==> src/rtl/hazard_scoreboard.sv <==
// hazard_scoreboard
// -----------------
// Hazard and forwarding controller for the in-order pipelined datapath.
// A shift-register scoreboard records {valid, we, addr, isLoad} for every
// instruction past decode: entry 0 = EX, entry 1 = MEM, entry 2 = WB (defaults).
// Decode sources are matched against it to produce the load-use stall, the
// registered EX forwarding selects and the taken-branch flushes.
//
// Ports
//   clk_i, rst_i           clock, synchronous active-high reset
//   issueValid_i           decode holds a valid instruction
//   rsAddr_i, rtAddr_i     decode source registers
//   useRs_i, useRt_i       decode instruction reads rs / rt
//   regWrite_i             decode instruction writes a register
//   memToRead_i            decode instruction is a load
//   writeAddr_i            decode destination register
//   branchTaken_i          branch at entry BRANCH_STAGE resolves taken
//   stall_o                hold PC and F/D, bubble into D/E (combinational)
//   flushFD_o, flushDE_o   clear F/D and D/E buffers (combinational)
//   fwdA_o, fwdB_o         registered EX operand selects: 0 = register file,
//                          k = value held in scoreboard entry k
//   stallCount_o           saturating count of stall cycles
//   flushCount_o           saturating count of taken-branch cycles
//
// Handshake: there is no backpressure on decode. An instruction presented with
// issueValid_i = 1 is accepted on the clock edge of a cycle where stall_o = 0
// and branchTaken_i = 0; otherwise decode must hold (stall) or is discarded
// (flush) and a bubble enters entry 0.

module hazard_scoreboard #(
    parameter int REG_ADDR_W   = 5,
    parameter int STAGES       = 3,
    parameter int LOAD_STAGE   = 1,
    parameter int BRANCH_STAGE = 1,
    parameter int CNT_W        = 16,
    localparam int FWD_W       = ($clog2(STAGES) > 1) ? $clog2(STAGES) : 1
) (
    input  logic                  clk_i,
    input  logic                  rst_i,
    input  logic                  issueValid_i,
    input  logic [REG_ADDR_W-1:0] rsAddr_i,
    input  logic [REG_ADDR_W-1:0] rtAddr_i,
    input  logic                  useRs_i,
    input  logic                  useRt_i,
    input  logic                  regWrite_i,
    input  logic                  memToRead_i,
    input  logic [REG_ADDR_W-1:0] writeAddr_i,
    input  logic                  branchTaken_i,
    output logic                  stall_o,
    output logic                  flushFD_o,
    output logic                  flushDE_o,
    output logic [FWD_W-1:0]      fwdA_o,
    output logic [FWD_W-1:0]      fwdB_o,
    output logic [CNT_W-1:0]      stallCount_o,
    output logic [CNT_W-1:0]      flushCount_o
);

    // Elaboration-time parameter sanity.
    generate
        if (STAGES < 2) begin : gBadStages
            $error("hazard_scoreboard: STAGES must be at least 2");
        end
        if (LOAD_STAGE >= STAGES) begin : gBadLoad
            $error("hazard_scoreboard: LOAD_STAGE must be below STAGES");
        end
        if (BRANCH_STAGE >= STAGES) begin : gBadBranch
            $error("hazard_scoreboard: BRANCH_STAGE must be below STAGES");
        end
    endgenerate

    // Scoreboard storage, index 0 is the youngest instruction.
    logic [STAGES-1:0]     entValid;
    logic [STAGES-1:0]     entWe;
    logic [STAGES-1:0]     entLoad;
    logic [REG_ADDR_W-1:0] entAddr [STAGES];

    // Youngest-match search per source operand.
    logic             rsHit;
    logic             rtHit;
    logic [FWD_W-1:0] rsIdx;
    logic [FWD_W-1:0] rtIdx;

    always_comb begin
        rsHit = 1'b0;
        rtHit = 1'b0;
        rsIdx = '0;
        rtIdx = '0;
        // Walk from oldest to youngest so the lowest index overwrites last.
        for (int k = STAGES - 1; k >= 0; k--) begin
            // Register zero is hard-wired, so a write to it is never a producer.
            if (entValid[k] && entWe[k] && (entAddr[k] != '0)) begin
                if (useRs_i && (entAddr[k] == rsAddr_i)) begin
                    rsHit = 1'b1;
                    rsIdx = FWD_W'(k);
                end
                if (useRt_i && (entAddr[k] == rtAddr_i)) begin
                    rtHit = 1'b1;
                    rtIdx = FWD_W'(k);
                end
            end
        end
    end

    // A load's data does not exist yet while it sits at or before LOAD_STAGE
    // one edge from now, so the consumer has to wait in decode.
    logic rsLoadHaz;
    logic rtLoadHaz;
    logic stallInt;
    logic insert;

    always_comb begin
        rsLoadHaz = rsHit && entLoad[rsIdx] && ((int'(rsIdx) + 1) <= LOAD_STAGE);
        rtLoadHaz = rtHit && entLoad[rtIdx] && ((int'(rtIdx) + 1) <= LOAD_STAGE);
        // Flush wins over stall: the stalled instruction is discarded anyway.
        stallInt  = issueValid_i && (rsLoadHaz || rtLoadHaz) && !branchTaken_i;
        insert    = issueValid_i && !stallInt && !branchTaken_i;
    end

    assign stall_o   = stallInt && !rst_i;
    assign flushFD_o = branchTaken_i && !rst_i;
    assign flushDE_o = branchTaken_i && !rst_i;

    // Forward select for the next cycle: the producer found at entry k will
    // be at entry k+1 when the consumer reaches EX. A producer that retires
    // on this edge has already written the register file.
    logic [FWD_W-1:0] fwdANext;
    logic [FWD_W-1:0] fwdBNext;

    always_comb begin
        fwdANext = '0;
        fwdBNext = '0;
        if (insert) begin
            if (rsHit && ((int'(rsIdx) + 1) <= (STAGES - 1))) begin
                fwdANext = rsIdx + FWD_W'(1);
            end
            if (rtHit && ((int'(rtIdx) + 1) <= (STAGES - 1))) begin
                fwdBNext = rtIdx + FWD_W'(1);
            end
        end
    end

    // Scoreboard shift, forward-select registers and event counters.
    always_ff @(posedge clk_i) begin
        if (rst_i) begin
            entValid     <= '0;
            entWe        <= '0;
            entLoad      <= '0;
            for (int k = 0; k < STAGES; k++) begin
                entAddr[k] <= '0;
            end
            fwdA_o       <= '0;
            fwdB_o       <= '0;
            stallCount_o <= '0;
            flushCount_o <= '0;
        end else begin
            for (int k = STAGES - 1; k >= 1; k--) begin
                // Instructions younger than the resolving branch are on the
                // wrong path and are killed as they move down.
                entValid[k] <= entValid[k-1] && !(branchTaken_i && ((k - 1) < BRANCH_STAGE));
                entWe[k]    <= entWe[k-1];
                entLoad[k]  <= entLoad[k-1];
                entAddr[k]  <= entAddr[k-1];
            end
            entValid[0] <= insert;
            entWe[0]    <= insert && regWrite_i;
            entLoad[0]  <= insert && memToRead_i;
            entAddr[0]  <= insert ? writeAddr_i : '0;

            fwdA_o <= fwdANext;
            fwdB_o <= fwdBNext;

            if (stallInt && (stallCount_o != '1)) begin
                stallCount_o <= stallCount_o + CNT_W'(1);
            end
            if (branchTaken_i && (flushCount_o != '1)) begin
                flushCount_o <= flushCount_o + CNT_W'(1);
            end
        end
    end

endmodule

==> config.mk <==
export PLATFORM = sky130hd
export DESIGN_NAME = hazard_scoreboard
export DESIGN_NICKNAME = d
export VERILOG_FILES = /design/src/rtl/hazard_scoreboard.sv
export SDC_FILE = /design/constraint.sdc
export NUM_CORES = 1
export LEC_CHECK = 0
export ABC_CLOCK_PERIOD_IN_PS = 3750
export CORE_ASPECT_RATIO = 0.5
export CORE_MARGIN = 2
export CORE_UTILIZATION = 51
export CTS_CLUSTER_DIAMETER = 80
export DETAILED_ROUTE_END_ITERATION = 7
export GPL_TIMING_DRIVEN = 0
export PLACE_DENSITY = 0.91
export REMOVE_ABC_BUFFERS = 1
export SLEW_MARGIN = 30
export SYNTH_ARGS = -nofsm -noshare
export SYNTH_HDL_FRONTEND = slang
export SYNTH_SLANG_ARGS = --single-unit
==> constraint.sdc <==
create_clock -name clk_i -period 3.75 [get_ports clk_i]
set_input_delay 0.375 -clock clk_i [delete_from_list [all_inputs] [get_ports clk_i]]
set_output_delay 0.375 -clock clk_i [all_outputs]
set_load 0.005 [all_outputs]
==> metrics.md <==
| Metric | Value |
|---|---|
| Drt first pass iters | 4 |
| Layout cell share with drive strength beyond 1 | slightly above 8% |
| LEAKAGE | 1.36 nW |
| Grt ovf | 0 |
| Layout Nets | 415 |
| Fin. max-slew vios | 0 |
| Core area | ~5500 sq um |
| First-pass GRT wire length | about 12000 microns |
| FILL cells | between 300 and 400 |
| Total design power | between 1.5 and 2 mW |
| ANT nets after route | 0 |
| Worst Hold Launch | entWe[1] |
| Max Cap Viol | 0 |
| Final worst clock skew | between 4 and 5 ps |
| Crit-path max FO | 7 |
| Mapped Cells | between 300 and 400 |
| Overall routing resource usage | 23.2% |
| Number of flops mapped to enable cells by yosys | 0 |
| Layout area overhead | 35.8% |
| Synth Register Bits | 60 |
| Crit path time final | roughly 3600 ps |
| Sink Count | 60 |
| Io pins | 62 |
| Asr flop ratio synth | 0% |
| Final setup fails | 0 |
| CTS buffer count | 9 |
| VDD IR max | approximately 0.00034 V |
| Fin Hold WS | between 400 and 500 ps |
| Mapped Area | about 2900 sq um |
| HP Class | reg2reg |
| Period utilisation layout | between 90% and 100% |
| Hold path depth | 1 |
| Drt first-iter violations | between 100 and 150 |
| Die area | about 6300 sq um |
| Hpwl dp | between 5000 and 6000 microns |
| Vias per cell | 5.59 |
| Max Root-Sink Buffers | 2 |
| # DRC | 0 |
| Worst slew pin tran | slightly above 900 ps |
| Most frequent cells in the layout | dfxtp_1, clkdlybuf4s50_1, xnor2_1 |
| CP Data Required Time | 3380 ps |
| Die W | 111 microns |
| Largest net degree at the start of global routing | 32 |
| Seq/Total Area, Yosys | just over 40% |
| Clock slew at reported path FFs | approximately 50 ps |
| Port Buffers | 61 |
| RSZ-0062 raised after global routing | no |
| ANT cells | 0 |
| Avg Inst Size Synth | slightly below 9 sq um |
| Setup TNS | 0 ps |
| Reg2reg path depth | 10 |
| CP Capture Type | output pin |
| Initial antenna violation count | 0 |
| Rel. slew slack | between 30% and 40% |
| Power per cell area | 421 nW/um^2 |
| Worst setup path class | in2out |
| Drt total wl | about 7300 microns |
| Via Count | ~2600 |
| Die height | between 50 and 60 microns |
| CTS tree | yes |
| Crit path arrival time | between 3000 and 4000 ps |
| Status | complete, no violations |
| R2R Path Start | entAddr[0][5] |
| Worst setup SP type | input pin |
| Drt wl/cell | roughly 16 microns |
| Initial Utilization | 52.8% |
| Hold Path End | entWe[2] |
| Reg2Reg Capture Point | stallCount_o[11] |
| Worst skew pair latency | 320 ps |
| Synth warn | 0 |
| Top_reg_cell synth | dfxtp_1 |
| Setup slack, reg-to-reg | a little under 600 ps |
| CTS Root Cell | clkbuf_16 |
| Gpl congestion | 0.814 |
| Floorplan row count | 19 |
| Max H-tree Level | 3 |
| Vias in the first global route | between 2000 and 3000 |
| Maximum achievable frequency | approximately 280 MHz |
| Hold bufs inserted after CTS | 0 |
| Yosys cell types | between 40 and 50 |
| Final Hold Vio Count | 0 |
## cells in the mapped netlist, types with 4 or more instances
master | number | area (sq um)
nor2b_1 | 17 | 106
inv_1 | 7 | 26.3
xor2_1 | 10 | 87.6
nor4_1 | 4 | 25.0
ha_1 | 4 | 50.1
nand2_1 | 28 | 105
nand4_1 | 13 | 81.3
or4_1 | 7 | 52.6
xnor2_1 | 37 | 324
dfxtp_1 | 60 | 1200
nor3_1 | 7 | 35.0
nor2_1 | 33 | 124
o21ai_0 | 8 | 40.0
and3_1 | 4 | 25.0
and2_1 | 8 | 50.1
nand3_1 | 11 | 55.1
a21oi_1 | 11 | 55.1
clkbuf_1 | 5 | 18.8
or3_1 | 8 | 50.1
nand2b_1 | 5 | 31.3
## worst max-delay path, cell delays in order
cell,delay (ps)
clkdlybuf4s50_1,500
xnor2_1,270
nand4_1,160
or4_4,560
nand3_1,120
ha_1,170
inv_1,60
a221oi_2,200
nor2_1,110
nor3_1,180
clkdlybuf4s50_1,520
## layer usage
metal / global-route usage (%) / share of wire, %
met2: 42.9 / 51
met5: 0 / 0
met4: 9.11 / 2.3
met3: 7.01 / 5.6
met1: 25.7 / 41
## cell type report
type                    count  area [sq um]  area share (%)
clock buffers              12           267            6.77
clock inverters             4          70.1            1.78
inverters                   7          26.3           0.668
multi-input cells         248          1650            41.8
flip-flops and latches     60          1200            30.5
well taps                  73          91.3            2.32
repair buffers             62           633            16.1
## cell families (layout without fill, tap and decap cells)
group | Yosys count | after routing | share of synthesized area [%]
AOI/OAI and AO/OA | 41 | 41 | 11.1
xor gates and xnor gates | 47 | 47 | 14.2
adders and majority gates | 4 | 4 | 1.73
buffers and inverters | 18 | 85 | 2.59
DFF | 60 | 60 | 41.5
muxes | 4 | 4 | 1.42
and+or+nand+nor | 152 | 152 | 27.5
## stage by stage
stage | cell area (sq um) | setup WS, ps | std cells | utilization, %
after global placement | 3550 | 72.3 | 449 | 64.7
after global routing | 3940 | 7.44 | 466 | 71.7
after floorplan | 2850 | 940 | 315 | -
after detailed placement | 3570 | 22.2 | 450 | 65.1
final | 3940 | 144 | 466 | 71.7
after CTS | 3920 | 85.0 | 466 | 71.3
## report_power, final
part           internal, mW  switching [mW]  leakage, nW
Combinational        0.0530          0.0473        0.708
Clock                 0.632           0.269        0.169
Sequential            0.646         0.00781        0.485
## flip-flops by register name (all words and copies together) (netlist names)
register / flops
stallCount_o: 16
fwdA_o: 2
entAddr: 15
entWe: 3
entLoad: 3
flushCount_o: 16
entValid: 3
fwdB_o: 2
## how the worst max path moves through the flow
stage / cells past startpoint / slack (ps) / end / from
after detailed placement: 11 / 20 / stall_o / rsAddr_i[1]
after CTS: 11 / 90 / stall_o / rtAddr_i[1]
after global routing: 11 / 7 / stall_o / rsAddr_i[0]
after floorplan: 10 / 940 / stallCount_o[11] / rsAddr_i[2]
after global placement: 11 / 70 / stall_o / rsAddr_i[2]
final: 11 / 140 / stall_o / rtAddr_i[1]
## timing repair
item / in CTS / in global routing
resized for setup: 1 / 3
setup endpoints to repair: 1 / 1
buffers inserted: 0 / 0
pin swaps: 0 / 0
No activity file was read; power rests on OpenSTA's default activity.
